[src/rtl/truth_scan_ctrl_pkg.sv]
// Shared definitions for the truth-table scan controller.
//   state_e       : controller FSM states
//   SEL_A..SEL_E  : expression select encodings (5..7 are illegal)
//   NUM_ROWS      : rows in a 3-input truth table
//   sel_is_legal  : true when a select value names a real expression
package truth_scan_ctrl_pkg;

  typedef enum logic [1:0] {
    ST_IDLE   = 2'd0,
    ST_APPLY  = 2'd1,
    ST_SAMPLE = 2'd2,
    ST_DONE   = 2'd3
  } state_e;

  localparam logic [2:0] SEL_A = 3'd0;
  localparam logic [2:0] SEL_B = 3'd1;
  localparam logic [2:0] SEL_C = 3'd2;
  localparam logic [2:0] SEL_D = 3'd3;
  localparam logic [2:0] SEL_E = 3'd4;

  localparam int NUM_ROWS = 8;

  function automatic logic sel_is_legal(input logic [2:0] sel);
    return (sel <= SEL_E);
  endfunction

endpackage

[src/rtl/truth_scan_ctrl_bool_expr_sel.sv]
// Purely combinational evaluator for one of five 3-input boolean expressions.
// Ports:
//   sel   in  3  expression select (SEL_A..SEL_E; anything else yields 0)
//   x,y,z in  1  input vector
//   s     out 1  selected expression evaluated on x,y,z
module bool_expr_sel
  import truth_scan_ctrl_pkg::*;
(
  input  logic [2:0] sel,
  input  logic       x,
  input  logic       y,
  input  logic       z,
  output logic       s
);

  always_comb begin
    // NOTE: every path assigns s because of this default, so no latch is inferred.
    s = 1'b0;
    case (sel)
      SEL_A:   s = x & ~(~y | ~z);
      SEL_B:   s = ~(~x | y) & ~z;
      SEL_C:   s = ~(~x & y) & z;
      SEL_D:   s = ~(x & ~y) & z;
      SEL_E:   s = (x | y) & (y | ~z);
      default: s = 1'b0;
    endcase
  end

endmodule

[src/rtl/truth_scan_ctrl.sv]
// Truth-table scan controller. On start it walks {x,y,z} through rows 0..7,
// holds each row DWELL cycles, then samples the evaluator output into the
// captured table and accumulates the count of ones.
// Parameters:
//   DWELL        cycles each row is held before sampling (1..15)
// Ports:
//   clk, rst_n   clock, asynchronous active-low reset
//   start        in   request a full scan (accepted only in IDLE)
//   abort        in   stop a running scan, keeping rows captured so far
//   sel[2:0]     in   expression select, latched when start is accepted
//   x, y, z      out  vector applied to the evaluator (0 when not scanning)
//   s            out  evaluator output for x,y,z and latched select
//   busy         out  scan in progress
//   done         out  one-cycle pulse when a scan completes
//   truth_table  out  captured table; bit i is s for {x,y,z} = i
//   ones[3:0]    out  number of set bits in truth_table
//   err          out  last accepted start used an illegal select
module truth_scan_ctrl
  import truth_scan_ctrl_pkg::*;
#(
  parameter int unsigned DWELL = 1
) (
  input  logic       clk,
  input  logic       rst_n,
  input  logic       start,
  input  logic       abort,
  input  logic [2:0] sel,
  output logic       x,
  output logic       y,
  output logic       z,
  output logic       s,
  output logic       busy,
  output logic       done,
  output logic [7:0] truth_table,
  output logic [3:0] ones,
  output logic       err
);

  localparam logic [3:0] DWELL_LAST = 4'(DWELL - 1);
  localparam logic [2:0] LAST_ROW   = 3'(NUM_ROWS - 1);

  state_e     state_q, state_d;
  logic [2:0] idx_q,   idx_d;
  logic [3:0] dwell_q, dwell_d;
  logic [2:0] sel_q,   sel_d;
  logic [7:0] table_q, table_d;
  logic [3:0] ones_q,  ones_d;
  logic       err_q,   err_d;

  logic [2:0] xyz;
  logic       s_int;

  // The applied vector comes only from registered state, so start never
  // reaches x,y,z combinationally, and it reads 0 outside APPLY/SAMPLE.
  assign busy = (state_q == ST_APPLY) || (state_q == ST_SAMPLE);
  assign done = (state_q == ST_DONE);
  assign xyz  = busy ? idx_q : 3'b000;
  assign x    = xyz[2];
  assign y    = xyz[1];
  assign z    = xyz[0];
  assign s    = s_int;

  assign truth_table = table_q;
  assign ones        = ones_q;
  assign err         = err_q;

  bool_expr_sel u_eval (
    .sel (sel_q),
    .x   (xyz[2]),
    .y   (xyz[1]),
    .z   (xyz[0]),
    .s   (s_int)
  );

  always_comb begin
    state_d = state_q;
    idx_d   = idx_q;
    dwell_d = dwell_q;
    sel_d   = sel_q;
    table_d = table_q;
    ones_d  = ones_q;
    err_d   = err_q;

    case (state_q)
      ST_IDLE: begin
        // start wins over a simultaneous abort; abort means nothing here.
        if (start) begin
          state_d = ST_APPLY;
          idx_d   = 3'd0;
          dwell_d = 4'd0;
          sel_d   = sel;
          table_d = 8'h00;
          ones_d  = 4'd0;
          err_d   = ~sel_is_legal(sel);
        end
      end

      ST_APPLY: begin
        if (abort) begin
          state_d = ST_IDLE;
          idx_d   = 3'd0;
          dwell_d = 4'd0;
        end else if (dwell_q == DWELL_LAST) begin
          state_d = ST_SAMPLE;
          dwell_d = 4'd0;
        end else begin
          dwell_d = dwell_q + 4'd1;
        end
      end

      ST_SAMPLE: begin
        // The row held through SAMPLE is captured even when abort arrives in
        // the same cycle; only the advance to the next row is cancelled.
        table_d[idx_q] = s_int;
        ones_d         = ones_q + {3'b000, s_int};
        if (abort) begin
          state_d = ST_IDLE;
          idx_d   = 3'd0;
        end else if (idx_q == LAST_ROW) begin
          state_d = ST_DONE;
          idx_d   = 3'd0;
        end else begin
          state_d = ST_APPLY;
          idx_d   = idx_q + 3'd1;
        end
      end

      ST_DONE: begin
        state_d = ST_IDLE;
      end

      default: begin
        state_d = ST_IDLE;
      end
    endcase
  end

  always_ff @(posedge clk or negedge rst_n) begin
    if (!rst_n) begin
      state_q <= ST_IDLE;
      idx_q   <= 3'd0;
      dwell_q <= 4'd0;
      sel_q   <= SEL_A;
      table_q <= 8'h00;
      ones_q  <= 4'd0;
      err_q   <= 1'b0;
    end else begin
      // NOTE: non-blocking so every flop samples the pre-edge values of the others.
      state_q <= state_d;
      idx_q   <= idx_d;
      dwell_q <= dwell_d;
      sel_q   <= sel_d;
      table_q <= table_d;
      ones_q  <= ones_d;
      err_q   <= err_d;
    end
  end

endmodule

[config.mk]
export PLATFORM = sky130hd
export DESIGN_NAME = truth_scan_ctrl
export DESIGN_NICKNAME = d
export VERILOG_FILES = /design/src/rtl/truth_scan_ctrl_pkg.sv /design/src/rtl/truth_scan_ctrl_bool_expr_sel.sv /design/src/rtl/truth_scan_ctrl.sv
export SDC_FILE = /design/constraint.sdc
export NUM_CORES = 1
export LEC_CHECK = 0
export CAP_MARGIN = 10
export CORE_MARGIN = 4
export CORE_UTILIZATION = 51
export DETAILED_ROUTE_END_ITERATION = 10
export GPL_ROUTABILITY_DRIVEN = 0
export PLACE_DENSITY = 0.79
export SETUP_SLACK_MARGIN = 0.05
export SYNTH_ARGS = -nofsm -noshare
export SYNTH_HDL_FRONTEND = slang
export SYNTH_SLANG_ARGS = --single-unit
[constraint.sdc]
create_clock -name clk -period 2.4 [get_ports clk]
set_input_delay 0.48 -clock clk [delete_from_list [all_inputs] [get_ports clk]]
set_output_delay 0.48 -clock clk [all_outputs]
set_load 0.1 [all_outputs]
==> summary.txt <==
initial antenna violation count: 0
WL final: 3120 um
post-synthesis register bit count: 25
I/O pins: 26
status: finished clean
EDFF count, synth: 0
post-synth cell types: 35
Leak: 0.869 nW
Setup crit end kind: output pin
r2r worst-path depth: 9
CP required: 1.92 ns
vias in the first global route: 1,141
gr ovfl total: 0
reg2reg setup slack: 0.24 ns
Hold Crit Class: input port to asynchronous set/reset pin
layout cells sized above 1: 25.3%
most frequent cells in the layout: dfrtp_1 (25), buf_4 (22), nand2_1 (15), o21ai_0 (13), nand3_1 (10)
die area: 3720 um^2
Power, Total: 1.61 mW
number of gates resized after CTS: 0
All-Layer GR Usage: 18.4%
largest net degree at the start of global routing: 26
Top FF cell, synth: dfrtp_1
sequential-to-total area share from yosys stat: 43.7%
Via density: 5.69
total negative slack: 0 ns
area grow syn2layout: 27.6%
Reg power frac: 33.4%
Sequential Area: 626 um^2
Syn Area/Cell: 9.80 um^2
Slew Viols, Final: 0
clock power share: 11.7%
reg-to-reg startpoint: state_q[0]
Post-Layout Cell Count: 208
first-pass GRT wire length: 5100 um
I/O Buffers: 25
Synth Cell Area: 1430 um^2
RSZ-0062 raised after global routing: false
Inst Count DP: 201
final critical-path share of the clock period: 94.3%
Nets: 195
Max VDD drop: 0.839 mV
Mapped Nets: 162
sw frac: 48.3%
CTS tree: built
worst path arrival time: 1.78 ns
Power per Cell Area: 880 nW/um^2
Die Ht: 61.0 um
Ant. Diodes: 0
fillers: 194
Post-DP HPWL: 2350 um
met2 Usage GRT: 30.5%
Worst Skew: 0.0196 ns
Core Rows: 18
P_sw: 775 uW
Max-slew headroom: 63.5%
Final Util: 71.1%
GR Util met1: 24.5%
Hold Fails Final Rpt: 0
1st-iter DRT viols: 53
die width: 61.0 um
combinational share of power: 54.9%
detailed-route DRC error count: 0
GR peak layer: met2
via count: 1,184
synth warn: 0
Initial Util: 55.7%
Final min period: 2.26 ns
clk slew on worst S/H paths: 0.15 ns
Syn Inst Count: 146
CTS HTree Levels: 1
Worst setup SP type: flop
worst slew pin tran: 0.543 ns
final number of setup-violating endpoints: 0
Power Internal: 830 uW
later-pin clock latency in the skew report: 0.32 ns
Setup CP Type: flop to output pin
CTS Root Cell: clkbuf_4
ys async rst share: 100%
met3 Track Usage GR: 2.98%
clock net sink count: 25
maximum clock insertion buffer count: 2
cts bufs inserted: 3
antenna viol nets, final: 0
FMAX: 442 MHz
Max-cap violations: 0
Wirelength per Cell: 15.0 um
CORE AREA: 2570 um^2
crit-path max FO: 6
Multi-input gate area: 795 um^2
worst r2r dst: ones[2]
TritonRoute pass-1 iters: 4
commonest non-fill, non-tap cell in the layout: dfrtp_1
## timing repair
action	4_1_cts	5_1_grt
setup endpoints to repair	0	2
setup buffers	0	3
hold buffers	0	0
## final cells by class
type,count,share of cell area (%)
inverters,9,1.85
repair buffers,32,16.7
clock inverters,1,0.274
clock buffers,3,1.23
flip-flops and latches,25,34.3
multi-input cells,108,43.6
well taps,30,2.06
## stage by stage
step / worst slack [ns] / hold slack [ns] / cell area (um^2)
floorplan: -0.655 / 0.184 / 1470
global placement: 0.218 / 0.472 / 1770
detailed placement: 0.195 / 0.476 / 1770
CTS: 0.0544 / 0.507 / 1800
global route: 0.0601 / 0.509 / 1820
finish: 0.137 / 0.491 / 1820
## flip-flops by register name, indices dropped and copies added (netlist names)
register / flops
sel_q: 3
dwell_q: 4
state_q: 2
idx_q: 3
ones: 4
truth_table: 8
err: 1
## critical path: stages (launching register included)
cell and delay (ns):
dfrtp_1 0.40, inv_2 0.07, ha_4 0.29, and2_4 0.17
nand2_2 0.06, o221ai_4 0.25, buf_12 0.22
## synthesized netlist by cell type, types with 2 or more instances
| master | count | share of area (%) |
|---|---|---|
| a21o_1 | 2 | 1.0 |
| ha_1 | 9 | 7.9 |
| mux2i_1 | 8 | 5.6 |
| nand2b_1 | 5 | 2.2 |
| nor3_1 | 3 | 1.0 |
| nand2_1 | 16 | 4.2 |
| nor3b_1 | 2 | 1.0 |
| dfrtp_1 | 25 | 44 |
| clkbuf_1 | 2 | 0.53 |
| nand3_1 | 10 | 3.5 |
| nor2_1 | 9 | 2.4 |
| and2_1 | 2 | 0.87 |
| a22o_1 | 3 | 1.8 |
| a21oi_1 | 2 | 0.70 |
| nor2b_1 | 4 | 1.7 |
| o21ai_0 | 13 | 4.5 |
| and4bb_1 | 2 | 1.7 |
| inv_1 | 9 | 2.4 |
| mux2_2 | 4 | 3.1 |
## cell families after synthesis
logic type,Yosys count,synth area share (%)
and+or+nand+nor,57,20.9
AOI/OAI and AO/OA,29,13.9
DFF,25,43.7
buffers and inverters,13,3.76
muxes,13,9.80
adders and majority gates,9,7.87
## power by group through the flow
stage	Combinational, mW	Clock (mW)	Sequential [mW]
global route	0.931	0.212	0.546
detailed placement	0.842	0	0.551
floorplan	0.609	0	0.599
finish	0.881	0.188	0.536
global placement	0.826	0	0.548
CTS	0.846	0.194	0.544
## metal layers
metal / wire, um / share of wire (%)
met5: 0 / 0
met4: 40 / 1.3
met3: 173 / 5.5
met2: 1460 / 47
met1: 1440 / 46
## how the worst max path moves through the flow
stage                from  endpoint  slack [ns]  cells past startpoint
4_1_cts        state_q[0]         s        0.05                      6
3_5_place_dp   state_q[1]   ones[2]        0.20                      9
3_3_place_gp   state_q[0]   ones[2]        0.22                      9
2_1_floorplan  state_q[1]   ones[2]       -0.65                      9
5_1_grt        state_q[1]         s        0.06                      6
6_report       state_q[0]         s        0.14                      6
No activity file was read; power rests on OpenSTA's default activity.
